## src/rtl/next_pc_register.sv

```systemverilog
// Program-counter stage: holds the architectural PC, picks the next PC from
// sequential/branch/jump/register targets and tracks boot/run/halt/fault state.
module next_pc_register #(
  parameter logic [31:0] RESET_PC = 32'h0000_0000
) (
  input  logic        CLK,
  input  logic        Reset,
  input  logic        PCWre,
  input  logic        Halt,
  input  logic [1:0]  PCSrc,
  input  logic [31:0] pcPlus4,
  input  logic [31:0] immExt,
  input  logic [25:0] jumpIndex,
  input  logic [31:0] regTarget,
  output logic [31:0] curPC,
  output logic        pcValid,
  output logic        halted,
  output logic        misaligned,
  output logic [31:0] faultPC,
  output logic [31:0] retiredCount
);

  typedef enum logic [1:0] {BOOT, RUN, HALT, FAULT} state_t;

  state_t      state, state_nx;
  logic [31:0] target, pc_nx, fpc_nx, cnt_nx;

  always_comb begin
    target = pcPlus4;
    case (PCSrc)
      2'b00: target = pcPlus4;
      2'b01: target = pcPlus4 + (immExt << 2);
      2'b10: target = {pcPlus4[31:28], jumpIndex, 2'b00};
      2'b11: target = regTarget;
      default: target = pcPlus4;
    endcase
  end

  // Halt outranks the alignment check, so a halt never raises a fault.
  always_comb begin
    state_nx = state;
    pc_nx    = curPC;
    fpc_nx   = faultPC;
    cnt_nx   = retiredCount;
    case (state)
      BOOT: state_nx = RUN;
      RUN: begin
        if (PCWre) begin
          if (Halt) begin
            cnt_nx   = retiredCount + 32'd1;
            state_nx = HALT;
          end else if (target[1:0] != 2'b00) begin
            fpc_nx   = target;
            state_nx = FAULT;
          end else begin
            pc_nx  = target;
            cnt_nx = retiredCount + 32'd1;
          end
        end
      end
      default: state_nx = state;
    endcase
  end

  always_ff @(posedge CLK) begin
    if (Reset) begin
      state        <= BOOT;
      curPC        <= RESET_PC;
      faultPC      <= 32'd0;
      retiredCount <= 32'd0;
      pcValid      <= 1'b0;
      halted       <= 1'b0;
      misaligned   <= 1'b0;
    end else begin
      state        <= state_nx;
      curPC        <= pc_nx;
      faultPC      <= fpc_nx;
      retiredCount <= cnt_nx;
      // Status flags are registered copies of the next state, keeping outputs flop-driven.
      pcValid      <= (state_nx == RUN);
      halted       <= (state_nx == HALT);
      misaligned   <= (state_nx == FAULT);
    end
  end

endmodule
```

## config.mk

```make
export PLATFORM = sky130hd
export DESIGN_NAME = next_pc_register
export DESIGN_NICKNAME = d
export VERILOG_FILES = /design/src/rtl/next_pc_register.sv
export SDC_FILE = /design/constraint.sdc
export NUM_CORES = 1
export LEC_CHECK = 0
export ABC_AREA = 1
export CAP_MARGIN = 20
export CORE_MARGIN = 1.5
export CORE_UTILIZATION = 35
export CTS_CLUSTER_SIZE = 28
export DETAILED_ROUTE_END_ITERATION = 10
export SYNTH_ARGS = -nofsm -noshare
export SYNTH_HDL_FRONTEND = slang
export SYNTH_SLANG_ARGS = --single-unit
```

## constraint.sdc

```tcl
create_clock -name CLK -period 2.7 [get_ports CLK]
set_input_delay 0.54 -clock CLK [delete_from_list [all_inputs] [get_ports CLK]]
set_output_delay 0.54 -clock CLK [all_outputs]
set_load 0.02 [all_outputs]
```

; ---- Yosys cells after proc, flatten, opt, wreduce, memory -nomap -nowiden
; Cells that the tools add are included.
[word_totals]
elab_cells = 32
ff_bits = 101
[classes]
muxes = 7
add_sub_neg = 2
reduce_logical = 6
bitwise_logic = 2
eq_ne = 8
[op_table]
columns = op, n
row1 = $pmux W32 S4, 1
row2 = $mux W32, 2
row3 = $add A32 B1 Y32 const B, 1
row4 = $add A32 B32 Y32, 1
row5 = $eq A2 B2 Y1 const B, 4
row6 = $reduce_and A4 Y1, 2
row7 = $eq A2 B1 Y1 const B, 3
row8 = $mux W2, 3
row9 = $logic_not A2 Y1, 2
row10 = $pmux W2 S2, 1
row11 = $reduce_and A3 Y1, 1
row12 = $ne A2 B2 Y1 const B, 1
row13 = $not A1 Y1, 2
row14 = $reduce_bool A2 Y1, 1

; ---- Longest topological paths before layout
[depth]
word_depth = 8
ltp_mapped = 15
mapped_depth_nobuf = 15

; ---- Worst setup path before layout
; OpenSTA, ideal clock, no wires.
[synth_path]
kind = input to register
startpoint = input pcPlus4[2]
endpoint = register curPC[16]
setup_slack_ns = 0.543
setup_ns = 0.114
required_ns = 2.586
n_path_buf = 0
t_arrival_ns = 2.044
path_stages = 15
path_cell_list = ha_1 -> inv_1 -> fa_1 -> inv_1 -> nand3_1 -> nand3_1 -> nand2_1 -> nand2_1 -> nand3_1 -> nand2_1 -> nand2_1 -> nand3_1 -> nand3b_1 -> o21bai_1 -> inv_1
[synth_via]
elab_chain_cells = 2
[synth_rtl]
columns = item, line_no
row1 = from (decl), 11  ; input logic [31:0] pcPlus4,
row2 = $add A32 B32 Y32, 32  ; 2'b01: target = pcPlus4 + (immExt << 2);
row3 = $pmux W32 S4, 30  ; case (PCSrc)
row4 = to (signal assigned), 76  ; curPC <= pc_nx;
row5 = to (decl), 15  ; output logic [31:0] curPC,
; No other way between the ends.
; A chain may end at the register's enable or synchronous reset.

; ---- Final worst setup path
; Ends and elaborated chain as after synthesis.

==> key figures <==
Placement
  – Pre-CTS setup slack: -0.265 ns
  – Post-Place Cells: about 1700
  – Global placer's final weighted congestion: 0.930
  – Number of port buffers: 224
  – Post-DP HPWL: 21700 um

Logic synthesis
  – Syn Inst Count: ~1200
  – Top FF cell, synth: dfxtp_1
  – Top post-synthesis cells by area: dfxtp_1 28%, nand2_1 19%, inv_1 10%
  – Mean post-synth cell area: 6.12 um2
  – Synth top cells by count: 368 x nand2_1, 204 x inv_1, 101 x dfxtp_1
  – Ys Warns: 0
  – Number of synthesized flops with an enable pin: 0
  – Synth area leader: dfxtp_1
  – #FFs+latches synth: 101
  – Top-count cell post-synth: nand2_1
  – Yosys cell types: 38
  – Register area share after synthesis: 27.5%
  – Async S/R FF share, synth: 0%
  – Synth Cell Area: between 7000 and 8000 um2
  – Synth top area share: 27.5%
  – Syn nets: 1360

Routing
  – Drt first pass iters: 5
  – Via density: 4.81
  – Final wirelength: 26600 um
  – Via count: around 8400
  – Initial DRC Count: 473
  – WL/cell: 15.2 um
  – Number of routed nets with antenna violations: 0
  – DRC violations left: 0

STA
  – Fin crit period: 2.53 ns
  – Setup WS post-layout: about 0.17 ns
  – Setup TNS Final: 0 ns
  – Slew HR: 67.7%
  – Slew @ Worst Pin: 0.480 ns
  – Setup Skew: 0.0103 ns
  – Max Clock Freq: 0.395 GHz
  – Final Hold Vio Count: 0
  – Slew Limit Fails: 0
  – Final setup viols: 0
  – Smallest hold slack: 0.460 ns
  – Fraction of the cycle the final worst path needs: 93.7%

Pwr
  – Clock share of power: between 30 and 40%
  – Peak supply drop: 0.349 mV
  – Net Sw Frac: ~31%
  – Psw: 1.29 mW
  – Comb pwr share: 29.7%
  – Leakage power: 5.09 nW
  – PwrDens: 387 nW/um2
  – PnR Total Power: just over 4 mW
  – Sequential Power Share: 37.5%
  – P_int: 2.85 mW

Critical path
  – Crit path largest cell delay: around 0.49 ns
  – CP Class: input port to flip-flop
  – Reg-to-reg endpoint: retiredCount[28]
  – Crit path DAT: 2.78 ns
  – CP Capture Point: curPC[16]
  – Critical Path RT: 2.95 ns
  – Crit path max fanout: 4
  – Setup crit start: pcPlus4[2]
  – R2R setup slack: between 0.5 and 0.6 ns
  – Crit path capture type: flip-flop
  – Worst r2r path cells: 8
  – Highest-delay cell along the critical path: clkdlybuf4s50_1
  – Startpoint type of the worst setup path: input port
  – Cells along the critical path: clkdlybuf4s50_1, ha_2, inv_1, fa_1, inv_1, nand3_1, nand3_2, nand2_1, nand2_2, nand3_1, nand2_1, nand2_1, nand3_1, nand3b_1, o21bai_1, inv_1
  – Worst R2R Start: retiredCount[0]

Floorplan
  – Horiz. Die Dim: ~150 um
  – Die height: 148 um
  – DIE AREA: 21900 um2
  – Starting Density: 36.0%
  – Top-Level Pins: 227
  – Site Rows: 52
  – Core footprint: 20400 um2

Global routing
  – Initial antenna violation count: 1
  – Largest net degree at the start of global routing: 74
  – GRT overflow: 0
  – Vias in the first global route: 7848
  – First-pass GRT wire length: 41700 um
  – Gr usage total: 24.4%

Finish
  – # fillers: about 2100
  – Share of layout cells above drive strength 1: 7.58%
  – Diode count: 0
  – Synth-to-Final Area Change: 45.9%
  – Cell Count, Final, Fillers Out: 1748
  – Nets: 1632

Clocking
  – CTS root buf: clkbuf_16
  – CTS tree: yes
  – Clock sink count: 101
  – Post-CTS Setup Inserts: 0
  – Worst-Skew Late Latency: roughly 0.36 ns
  – Clock tree buffer depth: 2
  – # resized after CTS: 0
  – CTS HTree Levels: 3
  – Worst-path clk slew: 0.07 ns
  – Post-CTS Hold Fix Bufs: 0
  – CTS buffer count: 9

Run status
  – Outcome: finished clean

Job
  – Max cap viols: 0

Min path
  – Hold depth: 2
  – HP Class: flip-flop to flip-flop
-- registers in the layout (all words and copies together), names as in the netlist --
name,count
pcValid,1
halted,1
curPC,32
faultPC,32
retiredCount,32
state,2
misaligned,1
-- final cells by class --
cell class	instances	area (um2)	share of cell area (%)
Inverter	209	785	7.32
Timing Repair Buffer	299	2860	26.6
Clock buffer	10	239	2.23
Tap cell	270	338	3.15
Sequential cell	101	2020	18.9
Clock inverter	6	70.1	0.654
Multi-Input combinational cell	853	4410	41.1
-- stage by stage --
stage / util, % / area (um2)
final: 52.4 / 10700
after floorplan: - / 7350
after global routing: 52.4 / 10700
after CTS: 52.3 / 10700
after global placement: 50.8 / 10400
after detailed placement: 50.8 / 10400
-- how the worst min path moves through the flow --
stage                    end  slack (ns)      from
detailed placement  curPC[1]        0.45  curPC[1]
global placement    curPC[1]        0.44  curPC[1]
global route        curPC[1]        0.48  curPC[1]
finish              curPC[1]        0.46  curPC[1]
CTS                 curPC[1]        0.46  curPC[1]
floorplan           state[1]        0.46  state[1]
-- power by group through the flow --
stage / Sequential (mW) / Combinational [mW] / Clock (mW)
2_1_floorplan: 1.63 / 0.569 / 0
5_1_grt: 1.56 / 1.35 / 1.45
3_3_place_gp: 1.59 / 1.21 / 0
6_report: 1.56 / 1.23 / 1.36
4_1_cts: 1.56 / 1.22 / 1.40
3_5_place_dp: 1.59 / 1.22 / 0
-- routing by layer --
metal / vias up / share of wire [%] / global-route usage, %
li1: 4378 / - / -
met3: 35 / 6.4 / 4.91
met2: 255 / 44 / 39.9
met4: 2 / 3.0 / 8.32
met1: 3731 / 46 / 32.0
met5: - / 0.049 / 0
-- cells in the final DEF (no fill, tap or decap), drive strengths merged, types with 3 or more instances in the layout --
cell / count
nor2: 89
or2: 4
inv: 209
a22o: 21
o22ai: 3
nand4: 37
dfxtp: 101
xor2: 16
xnor2: 7
o21ai: 59
buf: 75
a31oi: 3
o21bai: 32
nor4: 4
clkbuf: 10
nor3: 18
a21oi: 60
clkinv: 3
clkdlybuf4s50: 224
nand2: 368
nand3: 61
o21a: 19
ha: 30
nand3b: 10
-- worst max-delay path, delay by kind of cell --
kind	cells	cell delay [ns]
compound gates	1	0.18
simple gates	9	0.85
buf+inv	4	0.67
fa+ha+maj	2	0.54
-- cell families (layout without fill, tap and decap cells) --
family	count (synthesis)	count (layout)	share of synthesized area, %
AO/OA/AOI/OAI	205	205	17.2
XOR/XNOR	23	23	2.74
adder cells (fa/ha/maj)	31	31	5.38
buffers and inverters	247	524	13.0
flip-flops	101	101	27.5
AND/OR/NAND/NOR	594	594	34.1
No activity file was read; power rests on OpenSTA's default activity.
